--- config.mk ---
export PLATFORM = sky130hd
export DESIGN_NAME = btn_event_arbiter_flat
export DESIGN_NICKNAME = d
export VERILOG_FILES = /design/src/rtl/btn_event_arbiter_pkg.sv /design/src/rtl/btn_event_arbiter_if.sv /design/src/rtl/btn_event_arbiter_timer.sv /design/src/rtl/btn_event_arbiter.sv /design/src/flat_wrapper.sv
export SDC_FILE = /design/constraint.sdc
export NUM_CORES = 1
export LEC_CHECK = 0
export ABC_AREA = 1
export BUFFER_PORTS_ARGS = -buffer_cell sky130_fd_sc_hd__buf_2
export CORE_ASPECT_RATIO = 0.7
export CORE_MARGIN = 1.5
export CORE_UTILIZATION = 35
export DETAILED_ROUTE_END_ITERATION = 8
export GPL_TIMING_DRIVEN = 0
export MAX_ROUTING_LAYER = met4
export SLEW_MARGIN = 10
export SYNTH_ARGS = -nofsm -noshare
export SYNTH_HDL_FRONTEND = slang
export SYNTH_SLANG_ARGS = --single-unit
--- constraint.sdc ---
create_clock -name clk -period 6 [get_ports clk]
set_input_delay 1.2 -clock clk [delete_from_list [all_inputs] [get_ports clk]]
set_output_delay 1.2 -clock clk [all_outputs]
set_load 0.02 [all_outputs]
--- src/rtl/btn_event_arbiter_pkg.sv ---
// Shared types and default constants for the button event arbiter.
// The timing defaults suit the 100 MHz OLED demo clock.
package btn_event_arbiter_pkg;

    typedef enum logic [1:0] {
        TMR_IDLE   = 2'd0,
        TMR_DELAY  = 2'd1,
        TMR_REPEAT = 2'd2
    } tmr_state_t;

    typedef enum logic {
        KIND_PRESS  = 1'b0,
        KIND_REPEAT = 1'b1
    } evt_kind_t;

    localparam int DEF_NUM_BTN    = 4;
    localparam int DEF_ID_WIDTH   = 2;
    localparam int DEF_DELAY_MAX  = 49_999_999;  // 0.5 s to first repeat
    localparam int DEF_PERIOD_MAX = 9_999_999;   // 0.1 s between repeats
    localparam int DEF_CNT_WIDTH  = 26;

    // Index reached by stepping 'off' places past 'base' in a ring of 'n'.
    function automatic int ring_step(input int base, input int off, input int n);
        int s;
        s = base + off;
        if (s >= n) s = s - n;
        return s;
    endfunction

endpackage

--- src/rtl/btn_event_arbiter_if.sv ---
// Valid/ready event channel between the arbiter and the OLED command sequencer.
interface btn_event_arbiter_if #(
    parameter int ID_WIDTH = 2
) ();
    logic                evt_valid;
    logic                evt_ready;
    logic [ID_WIDTH-1:0] evt_id;
    logic                evt_repeat;

    modport master (
        output evt_valid,
        output evt_id,
        output evt_repeat,
        input  evt_ready
    );

    modport slave (
        input  evt_valid,
        input  evt_id,
        input  evt_repeat,
        output evt_ready
    );
endinterface

--- src/rtl/btn_event_arbiter_timer.sv ---
// Per-button edge detector and hold/repeat timer producing a one-cycle
// event strobe with its kind, combinationally from the current level.
module btn_repeat_timer
    import btn_event_arbiter_pkg::*;
#(
    parameter int DELAY_MAX  = DEF_DELAY_MAX,
    parameter int PERIOD_MAX = DEF_PERIOD_MAX,
    parameter int CNT_WIDTH  = DEF_CNT_WIDTH,
    parameter int REPEAT_EN  = 1
) (
    input  logic      clk,
    input  logic      rst,
    input  logic      i_lvl,
    output logic      o_evt,
    output evt_kind_t o_kind
);

    localparam logic [CNT_WIDTH-1:0] DELAY_LAST  = CNT_WIDTH'(DELAY_MAX);
    localparam logic [CNT_WIDTH-1:0] PERIOD_LAST = CNT_WIDTH'(PERIOD_MAX);

    logic                 r_prev;
    tmr_state_t           r_state;
    logic [CNT_WIDTH-1:0] r_cnt;

    logic w_press;
    logic w_delay_exp;
    logic w_period_exp;
    logic w_repeat;

    assign w_press      = i_lvl & ~r_prev;
    assign w_delay_exp  = (r_state == TMR_DELAY)  && (r_cnt == DELAY_LAST);
    assign w_period_exp = (r_state == TMR_REPEAT) && (r_cnt == PERIOD_LAST);
    // A release on an expiry cycle suppresses the repeat.
    assign w_repeat     = i_lvl & (w_delay_exp | w_period_exp);

    assign o_evt  = w_press | w_repeat;
    assign o_kind = w_repeat ? KIND_REPEAT : KIND_PRESS;

    // NOTE: sequential state uses <= so every flop samples pre-edge values.
    always_ff @(posedge clk) begin
        if (rst) begin
            r_prev  <= 1'b0;
            r_state <= TMR_IDLE;
            r_cnt   <= '0;
        end else begin
            r_prev <= i_lvl;
            if (!i_lvl) begin
                r_state <= TMR_IDLE;
                r_cnt   <= '0;
            end else begin
                case (r_state)
                    TMR_IDLE: begin
                        if (w_press && (REPEAT_EN != 0)) begin
                            r_state <= TMR_DELAY;
                            r_cnt   <= '0;
                        end
                    end
                    TMR_DELAY: begin
                        if (w_delay_exp) begin
                            r_state <= TMR_REPEAT;
                            r_cnt   <= '0;
                        end else begin
                            r_cnt <= r_cnt + 1'b1;
                        end
                    end
                    TMR_REPEAT: begin
                        if (w_period_exp) r_cnt <= '0;
                        else              r_cnt <= r_cnt + 1'b1;
                    end
                    default: begin
                        r_state <= TMR_IDLE;
                        r_cnt   <= '0;
                    end
                endcase
            end
        end
    end

endmodule

--- src/rtl/btn_event_arbiter.sv ---
// Top level: per-button timers, pending-event store, round-robin arbiter
// and the single registered output slot of the event channel.
module btn_event_arbiter
    import btn_event_arbiter_pkg::*;
#(
    parameter int NUM_BTN    = DEF_NUM_BTN,
    parameter int ID_WIDTH   = DEF_ID_WIDTH,
    parameter int DELAY_MAX  = DEF_DELAY_MAX,
    parameter int PERIOD_MAX = DEF_PERIOD_MAX,
    parameter int CNT_WIDTH  = DEF_CNT_WIDTH,
    parameter int REPEAT_EN  = 1
) (
    input  logic                clk,
    input  logic                rst,
    input  logic [NUM_BTN-1:0]  btn_lvl,
    btn_event_arbiter_if.master evt,
    output logic [NUM_BTN-1:0]  pending,
    output logic                overrun
);

    logic [NUM_BTN-1:0]  w_evt;
    logic [NUM_BTN-1:0]  w_kind;

    logic [NUM_BTN-1:0]  r_pend;
    logic [NUM_BTN-1:0]  r_kind;
    logic                r_overrun;
    logic                r_valid;
    logic [ID_WIDTH-1:0] r_id;
    logic                r_repeat;
    logic [ID_WIDTH-1:0] r_rr;

    logic                w_slot_free;
    logic                w_found;
    logic [ID_WIDTH-1:0] w_gnt_id;
    logic [NUM_BTN-1:0]  w_sel_oh;
    logic [NUM_BTN-1:0]  w_gnt;
    logic                w_sel_kind;

    for (genvar gi = 0; gi < NUM_BTN; gi++) begin : g_btn
        evt_kind_t w_kind_e;

        btn_repeat_timer #(
            .DELAY_MAX  (DELAY_MAX),
            .PERIOD_MAX (PERIOD_MAX),
            .CNT_WIDTH  (CNT_WIDTH),
            .REPEAT_EN  (REPEAT_EN)
        ) u_timer (
            .clk    (clk),
            .rst    (rst),
            .i_lvl  (btn_lvl[gi]),
            .o_evt  (w_evt[gi]),
            .o_kind (w_kind_e)
        );

        assign w_kind[gi] = w_kind_e;
    end

    assign w_slot_free = ~r_valid | evt.evt_ready;

    // Search starts one past the last grant, so every button gets a turn.
    // NOTE: outputs get defaults first so no path through the loop infers a latch.
    always_comb begin
        w_found  = 1'b0;
        w_gnt_id = '0;
        w_sel_oh = '0;
        for (int k = 1; k <= NUM_BTN; k++) begin
            for (int i = 0; i < NUM_BTN; i++) begin
                if (!w_found && r_pend[i] &&
                    (i == ring_step(int'(r_rr), k, NUM_BTN))) begin
                    w_found     = 1'b1;
                    w_gnt_id    = ID_WIDTH'(i);
                    w_sel_oh[i] = 1'b1;
                end
            end
        end
    end

    assign w_gnt      = w_sel_oh & {NUM_BTN{w_slot_free}};
    assign w_sel_kind = |(r_kind & w_sel_oh);

    // A new event on a pending, ungranted button merges; press dominates.
    always_ff @(posedge clk) begin
        if (rst) begin
            r_pend    <= '0;
            r_kind    <= '0;
            r_overrun <= 1'b0;
        end else begin
            for (int i = 0; i < NUM_BTN; i++) begin
                if (w_evt[i]) begin
                    r_pend[i] <= 1'b1;
                    if (r_pend[i] && !w_gnt[i]) r_kind[i] <= r_kind[i] & w_kind[i];
                    else                        r_kind[i] <= w_kind[i];
                end else if (w_gnt[i]) begin
                    r_pend[i] <= 1'b0;
                end
            end
            r_overrun <= |(w_evt & r_pend & ~w_gnt);
        end
    end

    always_ff @(posedge clk) begin
        if (rst) begin
            r_valid  <= 1'b0;
            r_id     <= '0;
            r_repeat <= 1'b0;
            r_rr     <= ID_WIDTH'(NUM_BTN - 1);
        end else if (w_slot_free) begin
            if (w_found) begin
                r_valid  <= 1'b1;
                r_id     <= w_gnt_id;
                r_repeat <= w_sel_kind;
                r_rr     <= w_gnt_id;
            end else begin
                r_valid  <= 1'b0;
            end
        end
    end

    assign evt.evt_valid  = r_valid;
    assign evt.evt_id     = r_id;
    assign evt.evt_repeat = r_repeat;
    assign pending        = r_pend;
    assign overrun        = r_overrun;

endmodule

--- src/flat_wrapper.sv ---
// flat-port wrapper written by rule: the top's interface ports become plain ports
module btn_event_arbiter_flat import btn_event_arbiter_pkg::*;
#(
    parameter int NUM_BTN    = DEF_NUM_BTN,
    parameter int ID_WIDTH   = DEF_ID_WIDTH,
    parameter int DELAY_MAX  = DEF_DELAY_MAX,
    parameter int PERIOD_MAX = DEF_PERIOD_MAX,
    parameter int CNT_WIDTH  = DEF_CNT_WIDTH,
    parameter int REPEAT_EN  = 1
)
  (clk, rst, btn_lvl, pending, overrun, evt_evt_valid, evt_evt_id, evt_evt_repeat, evt_evt_ready);
  btn_event_arbiter_if #(.ID_WIDTH(ID_WIDTH)) evt_i ();
  input  logic clk;
  input  logic rst;
  input  logic [NUM_BTN-1:0] btn_lvl;
  output logic [NUM_BTN-1:0] pending;
  output logic overrun;
  output wire logic [$bits(evt_i.evt_valid)-1:0] evt_evt_valid;
  output wire logic [$bits(evt_i.evt_id)-1:0] evt_evt_id;
  output wire logic [$bits(evt_i.evt_repeat)-1:0] evt_evt_repeat;
  input wire logic [$bits(evt_i.evt_ready)-1:0] evt_evt_ready;
  assign evt_evt_valid = evt_i.evt_valid;
  assign evt_evt_id = evt_i.evt_id;
  assign evt_evt_repeat = evt_i.evt_repeat;
  assign evt_i.evt_ready = evt_evt_ready;
  btn_event_arbiter #(.NUM_BTN(NUM_BTN), .ID_WIDTH(ID_WIDTH), .DELAY_MAX(DELAY_MAX), .PERIOD_MAX(PERIOD_MAX), .CNT_WIDTH(CNT_WIDTH), .REPEAT_EN(REPEAT_EN)) u_core (.clk(clk), .rst(rst), .btn_lvl(btn_lvl), .evt(evt_i), .pending(pending), .overrun(overrun));
endmodule
After elaboration in Yosys (flattened, before gate mapping) --
Index checks and enable logic that the tools add are counted.
Operators by class: magnitude comparators 4, multipliers 0, shift-type cells 0, multiplexer cells 95, divide/modulo/power cells 0, equal/unequal tests 36, add/subtract/negate cells 12, bitwise logic cells 39, reduce and logical (&&, ||, !) cells 85
Operators with widths (count):
- $mux W26 | 12
- $pmux W26 S3 | 4
- $eq A3 B32 Y1 const A | 8
- $eq A2 B32 Y1 const A | 4
- $ge A32 B4 Y1 const B | 4
- $logic_not A32 Y1 | 4
- $mux W32 | 4
- $sub A32 B4 Y32 const B | 4
- $add A26 B1 Y26 const B | 4
- $eq A26 B24 Y1 const B | 4
- $eq A26 B26 Y1 const B | 4
- $mux W1 | 49
- $mux W2 | 22
- $logic_and A1 B1 Y1 | 43
- $pmux W2 S3 | 4
- $logic_not A1 Y1 | 19
- $and A4 B4 Y4 | 4
- $ne A2 B2 Y1 const B | 8
- $not A1 Y1 | 13
- $and A1 B1 Y1 | 12
- $reduce_and A3 Y1 | 4
- $or A1 B1 Y1 | 9
- $eq A2 B1 Y1 const B | 4
- $eq A2 B2 Y1 const B | 4
- 9 further kinds | 20
Word-level totals: input bits 7, bits in latches 0, memories kept 0, output and inout bits 9, RAM bits 0, register bits after elaboration 131, memory bits (read-only) 0, word-level logic and storage cells 296

Longest topological paths before layout --
word-level depth 70, depth in mapped cells 17, depth with buffers taken out 16

Hierarchy --
Synthesis repeated with hierarchy kept, for this count alone.
Second synthesis, totals: cell total of the unflattened synthesis 1547, area total of the unflattened synthesis 9579.2 um^2
Modules (own cells, without submodules):
- btn_repeat_timer (u_core.g_btn[1].u_timer ...) | cells each 348, sequential area each 580.6 um^2, times used 2, area an instance 2099.5 um^2
- btn_repeat_timer (u_core.g_btn[3].u_timer) | cells each 343, sequential area each 580.6 um^2, times used 1, area an instance 2290.9 um^2
- btn_repeat_timer (u_core.g_btn[0].u_timer) | cells each 354, sequential area each 580.6 um^2, times used 1, area an instance 2124.5 um^2
- btn_event_arbiter | cells each 154, sequential area each 300.3 um^2, times used 1, area an instance 964.7 um^2

Worst setup path after synthesis --
OpenSTA, ideal clock, no wires.
path type input to register, start input port btn_lvl[0], end register u_core.g_btn[0].u_timer.r_cnt[5], setup time 0.070 ns, path buffers 1, stages 11, required time 5.930 ns, arrival 2.491 ns, path slack 3.439 ns, path through inv_1 > nor2_1 > inv_1 > nand2_1 > inv_1 > nor2_1 > and2_1 > buf_2 > inv_2 > or3_1 > a21oi_1
On the way: word-level cells in the longest chain between the ends 2, elaborated cells on any way between the ends 4, those cells by class 1 x eq/ne; 2 x bitwise; 1 x reduce/logical
RTL lines:
- start: declaration | RTL line flat_wrapper.sv:15 | input logic [NUM_BTN-1:0] btn_lvl;
- $and A1 B1 Y1 / $not A1 Y1 (equally long branches)
- $ne A2 B2 Y1 (no line) / $reduce_or A2 Y1 (equally long branches)
- end signal: assignment | RTL line btn_event_arbiter_timer.sv:63 | r_cnt <= r_cnt + 1'b1;
- end signal: assignment | RTL line btn_event_arbiter_timer.sv:68 | else r_cnt <= r_cnt + 1'b1;
- end: declaration | RTL line btn_event_arbiter_timer.sv:23 | logic [CNT_WIDTH-1:0] r_cnt;
Parallel ways exist; a longest one is shown, timed or not. A chain may end at the register's enable or synchronous reset.

Final worst setup path --
Ends and elaborated chain as after synthesis.

==> metrics.yaml <==
power_frac_clock_pct: 46.8
gr-usage-all-layers_pct: 18.5
grt_pass1_wl_um: 33900
fillers: 2271
yosysSeqAreaShare_pct: 33.6
tightestPinTransition_ps: 579
critPathLaunchType: "primary input"
synth_warnings: 0
syn2layout_area_growth_pct: 13.4
vias: 7800
total_power_mw: 2.36
place_inst: 1500
synth_cell_types: 51
p_switching_mw: 0.657
drive_above_1_share_pct: 7.77
critical_path_class: "in2reg"
clk_pin_slew_worst_paths_ps: 60
critPathCaptureType: "register"
layoutNonFillerInstCount: 1531
setup_viol: 0
crit_fanout: 9
powerDensity_mw_per_mm2: 266
core_area_sq_mm: 0.0218
pin_count: 16
grt-ovfl-total: 0
power_leakage_nw: 3.15
drtIter0Drc: 740
n_antenna_cell: 0
antenna_found_initial: 0
max_freq_mhz: 361
hold_violations: 0
numClockSinks: 131
nets: 1264
routed_wl_um: 20400
initial_core_util_pct: 35.8
max_stage_delay_ps: 320
switching_share_pct: 27.9
cpMostUsedCell: "inv_1"
slew_violations: 0
tritoncts: "yes"
ctsResizeCount: 0
dp_hpwl_um: 14900
fp.dieW_um: 182
port_buffers: 14
row_count: 45
fin_worst_skew_ps: 7.89
root_buffer: "clkbuf_16"
cp_slowest_cell: "or3_1"
synth.avg_cell_area_sq_um: 6.48
synth.cell_area_sq_mm: 0.00781
rsz0062_at_grt: "no"
holdCritPathClass: "reg2reg"
required_ps: 6350
pwr-share-seq_pct: 38.9
comb_power_share_pct: 14.3
drc_errors: 0
ys_seq_elements: 131
cts_setup_buffers: 0
syn-num-nets: 1231
cp_data_arrival_time_ps: 3130
hold_ws_ps: 464
finalCritPeriodShare_pct: 46.2
maxCapViolCount: 0
fin_tns_setup_ps: 0
relSlewSlack_pct: 61.4
via_per_inst: 5.09
firstDrtPassIters: 5
globalplace.congestion: 0.875
dieArea_sq_mm: 0.0232
cts_hold_buf: 0
grt_pass1_vias: 6832
ir_worst_vdd_v: 0.000218
h-tree-depth: 4
cts_buffers: 17
cts_buffer_depth: 2
ant_nets: 0
p_int_mw: 1.70
status: "finished, final reports clean"
fp.dieH_um: 128
fin_crit_ps: 2770
wl_per_cell_um: 13.3
clk_latency_ps: 430
cp_cell_sequence: "buf_2 -> inv_1 -> nor2_1 -> inv_1 -> nand2_1 -> inv_1 -> nor2_1 -> and2_1 -> buf_2 -> inv_2 -> or3_1 -> a21oi_1"
synthCells: 1204
grt_start_max_net_pins: 17
-- layout make-up --
type                       instances  area [sq um]  area share [%]
inverter                         158           593            6.70
tap                              282           353            3.99
timing repair buffer              14          70.1           0.792
sequential                       131          2620            29.6
buffer                            31           125            1.41
clock buffer                      29           561            6.33
multi-input combinational        884          4470            50.5
clock inverter                     2          60.1           0.679
-- power groups by stage --
| stage | clock, mW | combinational, mW | sequential (mW) |
|---|---|---|---|
| 2_1_floorplan | 0 | 0.228 | 0.946 |
| 3_3_place_gp | 0 | 0.335 | 0.935 |
| 3_5_place_dp | 0 | 0.335 | 0.935 |
| 4_1_cts | 1.13 | 0.338 | 0.916 |
| 5_1_grt | 1.16 | 0.387 | 0.922 |
| 6_report | 1.10 | 0.337 | 0.917 |
-- cells in the mapped netlist (all sizes together) --
library cell	count	area, sq um
nor2	140	561
inv	157	589
o21a	2	15.0
or2	11	68.8
nor3	44	278
o22ai	3	18.8
nand3	80	415
nor3b	2	15.0
nor4	19	146
xnor2	1	8.76
o41ai	1	8.76
nand4	31	206
and2	1	6.26
o221ai	2	17.5
dfxtp	131	2620
a21oi	133	669
o21bai	3	22.5
clkbuf	24	90.1
buf	7	35.0
xor2	9	78.8
nand2	291	1100
o2111ai	1	8.76
a31oi	3	18.8
o211a	1	10.0
or3	1	6.26
a211o	3	26.3
a2bb2oi	3	26.3
a22o	1	8.76
clkinv	1	3.75
a21boi	1	7.51
a221oi	5	43.8
ha	20	250
o21ai	47	235
a211oi	5	37.5
o211ai	7	52.6
nor4b	1	8.76
nand3b	11	82.6
o31ai	1	7.51
-- metal layers --
metal  up-vias  global-route usage, %  part of all wire, %
li1       4055                      -                    -
met1      3518                   26.6                   53
met2       203                   25.2                   40
met3        24                   4.01                  5.9
met4         0                   6.27                  1.4
met5         -                      -                    0
-- through the flow --
step                setup WS [ps]  area, sq um  util (%)
floorplan                    3440         7810         -
global placement             2850         8230      37.8
detailed placement           2830         8230      37.8
CTS                          3270         8850      40.6
global route                 3030         8850      40.6
finish                       3230         8850      40.6
-- final timing paths --
path,from,endpoint,slack [ps],cells past startpoint
max,btn_lvl[0],u_core.g_btn[0].u_timer.r_cnt[5],3230,12
min,u_core.g_btn[2].u_timer.r_cnt[17],u_core.g_btn[2].u_timer.r_cnt[17],460,2
min reg2reg,u_core.g_btn[2].u_timer.r_cnt[17],u_core.g_btn[2].u_timer.r_cnt[17],460,2
max reg2reg,u_core.g_btn[3].u_timer.r_cnt[0],u_core.g_btn[3].u_timer.r_cnt[4],3340,17
-- layout by cell type (no fill, tap or decap), types with 4 or more instances in the layout --
cell / instances
dfxtp_1: 131
nor4_1: 16
clkbuf_16: 17
a21oi_1: 132
nand3_1: 77
o211ai_1: 7
clkbuf_8: 9
nor2_2: 8
inv_2: 7
nor3_2: 7
clkbuf_1: 27
ha_1: 20
inv_1: 150
xor2_1: 9
buf_2: 21
nand3b_1: 11
nor3_1: 35
a221oi_1: 5
o21ai_1: 4
nor2_1: 130
nand4_1: 29
o21ai_0: 43
a211oi_1: 5
nand2_1: 288
or2_2: 10
-- registers in the layout (all words and copies together), names as in the netlist --
signal                        flops
u_core.r_rr                       2
u_core.r_kind                     4
u_core.overrun                    1
u_core.evt.evt_id                 2
u_core.evt.evt_valid              1
u_core.g_btn.u_timer.r_state      8
u_core.g_btn.u_timer.r_prev       4
u_core.evt.evt_repeat             1
u_core.g_btn.u_timer.r_cnt      104
u_core.pending                    4
-- logic make-up after synthesis --
kind of cell | count (synthesis) | share of synthesized area, %
compound gates | 222 | 15.8
xor+xnor | 10 | 1.12
fa+ha+maj | 20 | 3.21
buf+inv | 189 | 9.20
flops | 131 | 33.6
simple gates | 632 | 37.1
-- critical path: cells and delay by family --
family	cells	cell delay, ps
and+or+nand+nor	5	1100
buffers and inverters	6	690
AOI/OAI and AO/OA	1	140
(Power assumes the default switching activity.)
